[config.mk]
export PLATFORM = sky130hd
export DESIGN_NAME = dispatch_ctrl
export DESIGN_NICKNAME = d
export VERILOG_FILES = /design/src/rtl/dispatch_ctrl.sv
export SDC_FILE = /design/constraint.sdc
export NUM_CORES = 1
export LEC_CHECK = 0
export CAP_MARGIN = 30
export CORE_UTILIZATION = 37
export DETAILED_ROUTE_END_ITERATION = 6
export PLACE_DENSITY = 0.74
export SYNTH_ARGS = -nofsm -noshare
export SYNTH_HDL_FRONTEND = slang
export SYNTH_SLANG_ARGS = --single-unit
[constraint.sdc]
create_clock -name clk -period 4.9 [get_ports clk]
set_clock_uncertainty 0.2 [all_clocks]
set_input_delay 0.49 -clock clk [delete_from_list [all_inputs] [get_ports clk]]
set_output_delay 0.49 -clock clk [all_outputs]
set_load 0.05 [all_outputs]
[src/rtl/dispatch_ctrl.sv]
// Two-way in-order dispatch scheduler: pops up to two queue entries per cycle into a registered
// dispatch stage, gated by ALU/MEM reservation-station credits, ROB space and one branch per group.
module dispatch_ctrl #(
  parameter int unsigned WIDTH        = 32,
  parameter int unsigned ALU_RS_DEPTH = 8,
  parameter int unsigned MEM_RS_DEPTH = 4,
  parameter int unsigned ROB_DEPTH    = 16,
  localparam int unsigned AW = $clog2(ALU_RS_DEPTH) + 1,
  localparam int unsigned MW = $clog2(MEM_RS_DEPTH) + 1,
  localparam int unsigned RW = $clog2(ROB_DEPTH) + 1
) (
  input  logic             clk,
  input  logic             rst,
  input  logic             flush,
  input  logic             stall,
  input  logic             q_empty,
  input  logic             q_almost_empty,
  input  logic [WIDTH-1:0] q_data_0,
  input  logic [WIDTH-1:0] q_data_1,
  output logic             q_deq_0,
  output logic             q_deq_1,
  input  logic [RW-1:0]    rob_free,
  input  logic [1:0]       alu_release,
  input  logic [1:0]       mem_release,
  output logic             disp_valid_0,
  output logic             disp_valid_1,
  output logic [WIDTH-1:0] disp_data_0,
  output logic [WIDTH-1:0] disp_data_1,
  output logic [AW-1:0]    alu_credit,
  output logic [MW-1:0]    mem_credit,
  output logic             credit_err
);

  localparam logic [AW:0] AluMax = (AW + 1)'(ALU_RS_DEPTH);
  localparam logic [MW:0] MemMax = (MW + 1)'(MEM_RS_DEPTH);

  logic             is_mem0, is_mem1, is_br0, is_br1;
  logic             slot0_ok, slot1_ok, go0, go1;
  logic [AW:0]      alu_used, alu_sum;
  logic [MW:0]      mem_used, mem_sum;
  logic             alu_ovf, mem_ovf;

  logic [AW-1:0]    alu_credit_q, alu_credit_d;
  logic [MW-1:0]    mem_credit_q, mem_credit_d;
  logic             credit_err_q, credit_err_d;
  logic             valid0_q, valid0_d, valid1_q, valid1_d;
  logic [WIDTH-1:0] data0_q, data0_d, data1_q, data1_d;

  assign is_mem0 = (q_data_0[1:0] == 2'b01);
  assign is_mem1 = (q_data_1[1:0] == 2'b01);
  assign is_br0  = (q_data_0[1:0] == 2'b10);
  assign is_br1  = (q_data_1[1:0] == 2'b10);

  // Slot 1 needs one more credit than slot 0 consumes from the same pool.
  assign slot0_ok = is_mem0 ? (mem_credit_q != '0) : (alu_credit_q != '0);
  assign slot1_ok = is_mem1 ? (mem_credit_q > MW'(is_mem0)) : (alu_credit_q > AW'(!is_mem0));

  assign go0 = !rst && !flush && !stall && !q_empty && (rob_free != '0) && slot0_ok;
  assign go1 = go0 && !q_almost_empty && (rob_free > RW'(1)) && slot1_ok && !(is_br0 && is_br1);

  assign q_deq_0 = go0;
  assign q_deq_1 = go1;

  always_comb begin
    alu_used = (AW + 1)'(go0 && !is_mem0) + (AW + 1)'(go1 && !is_mem1);
    mem_used = (MW + 1)'(go0 && is_mem0) + (MW + 1)'(go1 && is_mem1);
    alu_sum  = {1'b0, alu_credit_q} - alu_used + (AW + 1)'(alu_release);
    mem_sum  = {1'b0, mem_credit_q} - mem_used + (MW + 1)'(mem_release);
    alu_ovf  = (alu_sum > AluMax);
    mem_ovf  = (mem_sum > MemMax);

    alu_credit_d = alu_ovf ? AluMax[AW-1:0] : alu_sum[AW-1:0];
    mem_credit_d = mem_ovf ? MemMax[MW-1:0] : mem_sum[MW-1:0];
    credit_err_d = credit_err_q | alu_ovf | mem_ovf;

    // Flush discards same-cycle releases but keeps the sticky error.
    if (flush) begin
      alu_credit_d = AluMax[AW-1:0];
      mem_credit_d = MemMax[MW-1:0];
      credit_err_d = credit_err_q;
    end

    valid0_d = go0;
    valid1_d = go1;
    data0_d  = go0 ? q_data_0 : data0_q;
    data1_d  = go1 ? q_data_1 : data1_q;
  end

  always_ff @(posedge clk) begin
    if (rst) begin
      alu_credit_q <= AluMax[AW-1:0];
      mem_credit_q <= MemMax[MW-1:0];
      credit_err_q <= 1'b0;
      valid0_q     <= 1'b0;
      valid1_q     <= 1'b0;
      data0_q      <= '0;
      data1_q      <= '0;
    end else begin
      alu_credit_q <= alu_credit_d;
      mem_credit_q <= mem_credit_d;
      credit_err_q <= credit_err_d;
      valid0_q     <= valid0_d;
      valid1_q     <= valid1_d;
      data0_q      <= data0_d;
      data1_q      <= data1_d;
    end
  end

  assign disp_valid_0 = valid0_q;
  assign disp_valid_1 = valid1_q;
  assign disp_data_0  = data0_q;
  assign disp_data_1  = data1_q;
  assign alu_credit   = alu_credit_q;
  assign mem_credit   = mem_credit_q;
  assign credit_err   = credit_err_q;

endmodule
==> flow_summary_export.csv, run 1 <==
group,metric,value,unit
worst_setup_path,critical-path-slowest-cell,"fa_1",
hold_path,holdPathStages,2,
layout,drive_gt1_frac,0.0870,
pwr,p_per_area,281,nW/um^2
yosys,avgSynthCellArea,8.28,um^2
detailed_routing,dr.pass1.iters,4,
pwr,peakVddDrop,147,uV
yosys,syn_area,3250,um^2
yosys,ys_seq_area_frac,0.456,
global_route,use_met2,0.348,
floorplanning,row_count,33,
layout,final_cell_mix,"clkdlybuf4s50_1 (148), dfxtp_1 (72), a21oi_1 (67), nand2_1 (66)",
clock_tree,cts_max_path_buffers,2,
clock_tree,cts_tree,"done",
floorplanning,die_area,9150,um^2
global_route,grt_pass1_vias,3152,
worst_setup_path,r2r_start,"mem_credit[0]$_SDFF_PP0_",
placement,dp_hpwl,6560,um
worst_setup_path,r2r_cells,17,
floorplanning,core_area,8340,um^2
global_route,antenna_found_initial,0,
layout,area_delta_synth_final,59.5,%
yosys,synthArstFlopShare,0,
detailed_routing,vias_per_cell,4.98,
clock_tree,clkLatencyLatePin,0.33,ns
hold_path,hp-class,"register to register",
clock_tree,clock_sinks,74,
detailed_routing,drt_iter0_markers,137,
placement,gp_congestion,0.836,
sta,worst_slack,0.122,ns
yosys,synth_enable_flop_cells,0,
pwr,pwr-share-seq,0.429,
placement,portBuffers,154,
pwr,p_clk_frac,0.378,
outcome,status,"finished clean",
layout,nFillCells,743,
floorplanning,die_y,95.7,um
sta,slew_violations,0,
worst_setup_path,cp.buffers_inverters,4,
detailed_routing,wl,9580,um
global_route,grtUsageMet1,0.247,
hold_path,min_to,"disp_data_0[28]$_SDFFE_PP0N_",
yosys,synth_cell_types,41,
detailed_routing,post-route-drc-count,0,
sta,relSlewSlack,0.528,
yosys,ys_ff_latch,74,
sta,hold_violations,0,
pwr,combPwrFrac,0.193,
floorplanning,initial_core_util,0.389,
layout,layout.nets,645,
layout,post-route-util,0.621,
sta,fmax,209,MHz
worst_setup_path,criticalPathCategory,"primary input to register",
yosys,postSynthCellCount,392,
clock_tree,cts_root_buffer,"clkbuf_8",
worst_setup_path,rrSetupSlack,0.28,ns
yosys,synth_flop_cell,"dfxtp_1",
worst_setup_path,cp_data_required_time,4.98,ns
sta,tightest_slew,0.708,ns
sta,whs,0.256,ns
pwr,switchingPower,0.373,mW
flow_run,cap_violations,0,
detailed_routing,ant_nets,0,
clock_tree,clk_pin_slew,0.07,ns
floorplanning,io_pins,155,
worst_setup_path,startpoint_type,"primary input",
detailed_routing,post_drt_wl_per_cell,14.6,um
global_route,top_usage_layer,"met2",
worst_setup_path,crit_path_end_kind,"register",
yosys,ys_warn_count,0,
floorplanning,die_x,95.7,um
hold_path,hold_start,"disp_data_0[28]$_SDFFE_PP0N_",
layout,final_common_cell,"clkdlybuf4s50_1",
worst_setup_path,cp_max_fo,5,
sta,setup_violations,0,
worst_setup_path,crit_top_cell,"fa_1",
placement,placed_cells,638,
worst_setup_path,crit-reg2reg-capture,"mem_credit[2]$_SDFF_PP1_",
global_route,grt_max_degree,68,
layout,diodes,0,
pwr,leakagePower,1.98,nW
worst_setup_path,critPathMaxStageDelay,0.56,ns
clock_tree,cts_buffers,9,
clock_tree,ctsHtreeMaxLevel,3,
global_route,grt_pass1_wl,14700,um
yosys,syn-num-nets,489,
placement,place_ws,-0.176,ns
global_route,overflow,0,
layout,stdcell_count,657,
detailed_routing,vias,3269,
pwr,intPower,1.08,mW
global_route,grtUsageTotal,0.207,
worst_setup_path,cp_cell_sequence,"clkdlybuf4s50_1 > nor4_2 > o21ai_2 > a211o_2 > inv_2 > and3_4 > fa_1 > fa_1 > inv_1 > ha_2 > fa_1 > or3_1 > a21oi_2 > nor4b_2 > nor4_1 > buf_4 > and2_4",
pwr,switching_share,0.257,
worst_setup_path,arrival,4.86,ns
sta,period_needed,4.78,ns
global_route,grt_use_met3,0.0726,
sta,finalCritPeriodShare,0.975,
worst_setup_path,cp_top_family,"adder cells",
[repair_timing]
item                       4_1_cts  5_1_grt
buffers inserted                 0        4
resized for setup                0       13
hold buffers                     0        0
setup endpoints to repair        0        7
hold endpoints to repair         0        0
[cells in the mapped netlist (all sizes together) (3+ instances only)]
cell    number  area, um^2
buf         15         109
dfxtp       74        1480
and2         3        18.8
nor2        11        41.3
a21oi       68         340
clkbuf      13        52.6
fa           6         120
nand2       66         248
ha          12         150
o21ai       33         165
inv         26        97.6
nor3         3        15.0
nand3       32         160
nand2b       4        32.5
[layout make-up]
class / instances / area [um^2] / share of cell area
multi-input cells: 264 / 1540 / 0.298
flip-flops and latches: 74 / 1480 / 0.287
inverters: 26 / 97.6 / 0.0188
well taps: 105 / 131 / 0.0254
repair buffers: 173 / 1690 / 0.327
clock inverters: 5 / 104 / 0.0201
clock buffers: 10 / 128 / 0.0246
[through the flow]
stage / area [um^2] / power [mW] / setup TNS (ns)
2_1_floorplan: 3250 / 0.780 / 0
3_3_place_gp: 4870 / 0.899 / -0.223
3_5_place_dp: 4870 / 0.904 / -0.897
4_1_cts: 5100 / 1.46 / 0
5_1_grt: 5180 / 1.52 / -0.0534
6_report: 5180 / 1.45 / 0
[worst max path at each step]
stage | cells after the start | end | slack (ns) | from
2_1_floorplan | 18 | alu_credit[2]$_SDFF_PP0_ | 0.15 | rob_free[4]
3_3_place_gp | 18 | alu_credit[0]$_SDFF_PP0_ | -0.07 | q_data_0[1]
3_5_place_dp | 18 | alu_credit[1]$_SDFF_PP0_ | -0.18 | q_data_0[1]
4_1_cts | 18 | mem_credit[2]$_SDFF_PP1_ | 0.07 | q_data_0[1]
5_1_grt | 17 | alu_credit[0]$_SDFF_PP0_ | -0.02 | rob_free[4]
6_report | 17 | alu_credit[0]$_SDFF_PP0_ | 0.12 | flush
[flip-flops by register name, summed over array words and instances (netlist names)]
signal        cells
mem_credit        3
alu_credit        4
credit_err        1
disp_data_1      32
disp_valid_1      1
disp_valid_0      1
disp_data_0      32
[per-layer routing]
layer | vias to the layer above | share of wire
li1 | 1631 | -
met1 | 1512 | 0.41
met2 | 115 | 0.49
met3 | 11 | 0.084
met4 | 0 | 0.010
met5 | - | 0
[power groups by stage]
stage / Clock [mW] / Sequential, mW / Combinational (mW)
finish: 0.549 / 0.623 / 0.280
global route: 0.593 / 0.624 / 0.302
CTS: 0.567 / 0.623 / 0.273
detailed placement: 0 / 0.637 / 0.268
global placement: 0 / 0.636 / 0.262
floorplan: 0 / 0.682 / 0.0978
[cell families (layout without fill, tap and decap cells)]
| kind of cell | after synthesis | after routing | share of synthesized area |
|---|---|---|---|
| AO/OA/AOI/OAI | 112 | 112 | 0.185 |
| XOR/XNOR | 4 | 4 | 0.0108 |
| adder cells (fa/ha/maj) | 18 | 18 | 0.0832 |
| buffers and inverters | 54 | 214 | 0.0798 |
| flip-flops | 74 | 74 | 0.456 |
| AND/OR/NAND/NOR | 130 | 130 | 0.185 |
[worst reg2reg max path, delay by kind of cell, from the launching register on]
family                   cells  cell delay, ns
adder cells (fa/ha/maj)      5            1.77
AND/OR/NAND/NOR              3            0.88
AO/OA/AOI/OAI                4            0.63
buffers and inverters        4            0.40
flip-flops                   1            0.37
XOR/XNOR                     1            0.26
Power figures use the tool's default switching activity.
==> run 2: changes to the inputs <==
--- a/config.mk
+++ b/config.mk
@@ -6,7 +6,9 @@
 export NUM_CORES = 1
 export LEC_CHECK = 0
 export CAP_MARGIN = 30
-export CORE_UTILIZATION = 37
+export CELL_PAD_IN_SITES_DETAIL_PLACEMENT = 0
+export CELL_PAD_IN_SITES_GLOBAL_PLACEMENT = 1
+export CORE_UTILIZATION = 26
 export DETAILED_ROUTE_END_ITERATION = 6
 export PLACE_DENSITY = 0.74
 export SYNTH_ARGS = -nofsm -noshare
==> flow_summary_export.csv, run 2 (synthesized netlist as in run 1, its figures left out) <==
group,metric,value,unit
detailed_routing,ant_nets,0,
flow_run,cap_violations,0,
layout,final_cell_mix,"clkdlybuf4s50_1 (151), dfxtp_1 (72), a21oi_1 (67), nand2_1 (66)",
outcome,status,"finished clean",
detailed_routing,post_drt_wl_per_cell,13.6,um
sta,hold_violations,0,
sta,tightest_slew,0.756,ns
worst_setup_path,cp.buffers_inverters,3,
placement,portBuffers,154,
pwr,intPower,1.14,mW
detailed_routing,vias,3260,
sta,whs,0.250,ns
clock_tree,clock_sinks,74,
clock_tree,clkLatencyLatePin,0.34,ns
detailed_routing,drt_iter0_markers,166,
worst_setup_path,criticalPathCategory,"primary input to register",
sta,worst_slack,0.117,ns
layout,final_common_cell,"clkdlybuf4s50_1",
global_route,grt_pass1_wl,15600,um
sta,fmax,209,MHz
pwr,switching_share,0.263,
detailed_routing,wl_met3,889,um
worst_setup_path,startpoint_type,"primary input",
clock_tree,cts_max_path_buffers,2,
global_route,antenna_found_initial,0,
placement,gp_congestion,0.785,
detailed_routing,post-route-drc-count,0,
worst_setup_path,crit_path_end_kind,"register",
worst_setup_path,arrival,4.86,ns
clock_tree,cts_buffers,9,
floorplanning,die_y,114,um
pwr,peakVddDrop,221,uV
pwr,combPwrFrac,0.180,
hold_path,hp-class,"register to register",
global_route,grt_pass1_vias,3301,
detailed_routing,route.met2.wl,4550,um
placement,placed_area,4950,um^2
pwr,switchingPower,0.406,mW
clock_tree,cts_root_buffer,"clkbuf_16",
sta,setup_violations,0,
global_route,grt_max_degree,68,
global_route,overflow,0,
worst_setup_path,cp_data_required_time,4.98,ns
floorplanning,initial_core_util,0.268,
pwr,pwr-share-seq,0.404,
worst_setup_path,cp_cell_sequence,"clkdlybuf4s50_1 > or4_4 > and3b_1 > o211a_1 > and3_4 > fa_1 > fa_1 > inv_1 > ha_2 > fa_1 > or3_1 > a21oi_2 > nor4b_2 > nor4_1 > buf_4 > and2_1",
layout,drive_gt1_frac,0.0873,
pwr,p_per_area,292,nW/um^2
detailed_routing,wl,9760,um
floorplanning,die_area,12900,um^2
worst_setup_path,critPathMaxStageDelay,0.56,ns
placement,place_ws,-0.194,ns
layout,post-route-util,0.437,
sta,slew_violations,0,
layout,final_area,5290,um^2
worst_setup_path,cp_max_fo,4,
placement,dp_hpwl,6580,um
layout,layout.nets,642,
floorplanning,die_x,114,um
clock_tree,cts_hold_buf,0,
worst_setup_path,crit_top_cell,"fa_1",
sta,period_needed,4.78,ns
worst_setup_path,critical-path-slowest-cell,"or4_4",
floorplanning,row_count,40,
floorplanning,core_area,12100,um^2
clock_tree,clk_pin_slew,0.05,ns
global_route,grtUsageTotal,0.156,
floorplanning,io_pins,155,
layout,diodes,0,
worst_setup_path,cp_top_family,"simple AND/OR/NAND/NOR gates",
detailed_routing,vias_per_cell,4.54,
layout,area_delta_synth_final,63.0,%
sta,finalCritPeriodShare,0.976,
detailed_routing,wl_met1,4170,um
pwr,p_clk_frac,0.416,
clock_tree,cts_tree,"done",
detailed_routing,dr.pass1.iters,4,
clock_tree,ctsHtreeMaxLevel,3,
pwr,leakagePower,1.95,nW
sta,relSlewSlack,0.496,
detailed_routing,topRoutingLayerUsed,"met4",
==> run 2: cell type report <==
type                       instances  area (um^2)
clock buffer                      11          233
clock inverter                     5         55.1
fill                            1230         6820
inverter                          26         97.6
multi-input combinational        264         1560
sequential                        74         1480
tap                              168          210
timing repair buffer             170         1660
==> run 2: tightest hold or removal path, cell delays in order (launching register included) <==
cell     delay, ns
dfxtp_1       0.30
nand2_1       0.05
a21oi_1       0.05
==> run 2: power groups by stage <==
stage | Sequential (mW) | Combinational, mW | Clock (mW)
6_report | 0.623 | 0.278 | 0.642
3_5_place_dp | 0.636 | 0.272 | 0
5_1_grt | 0.624 | 0.302 | 0.689
3_3_place_gp | 0.636 | 0.269 | 0
2_1_floorplan | 0.682 | 0.0978 | 0
4_1_cts | 0.623 | 0.274 | 0.668
==> run 2: per-layer routing <==
metal	vias up	GRT usage
met5	-	0
met4	0	0.0605
met3	15	0.0670
met2	120	0.265
met1	1501	0.172
li1	1624	-
==> run 2: worst paths after layout <==
check	from	end	slack [ns]	depth (start not counted)
worst max-delay path	rob_free[2]	alu_credit[2]$_SDFF_PP0_	0.12	16
worst min-delay path	disp_data_0[0]$_SDFFE_PP0N_	disp_data_0[0]$_SDFFE_PP0N_	0.25	2
worst max register to register	alu_credit[2]$_SDFF_PP0_	alu_credit[2]$_SDFF_PP0_	0.38	17
worst min register to register	disp_data_0[0]$_SDFFE_PP0N_	disp_data_0[0]$_SDFFE_PP0N_	0.25	2
==> run 2: timing repair <==
action,in CTS,in global routing
setup buffers,0,1
gates resized for setup,0,11
endpoints found under the setup margin,0,5
==> run 2: metrics by stage <==
step           setup TNS [ns]  power [mW]  instances
3_5_place_dp            -1.03       0.908        701
4_1_cts                     0        1.57        717
5_1_grt               -0.0104        1.62        718
2_1_floorplan               0       0.780        392
6_report                    0        1.54        718
3_3_place_gp           -0.408       0.905        701
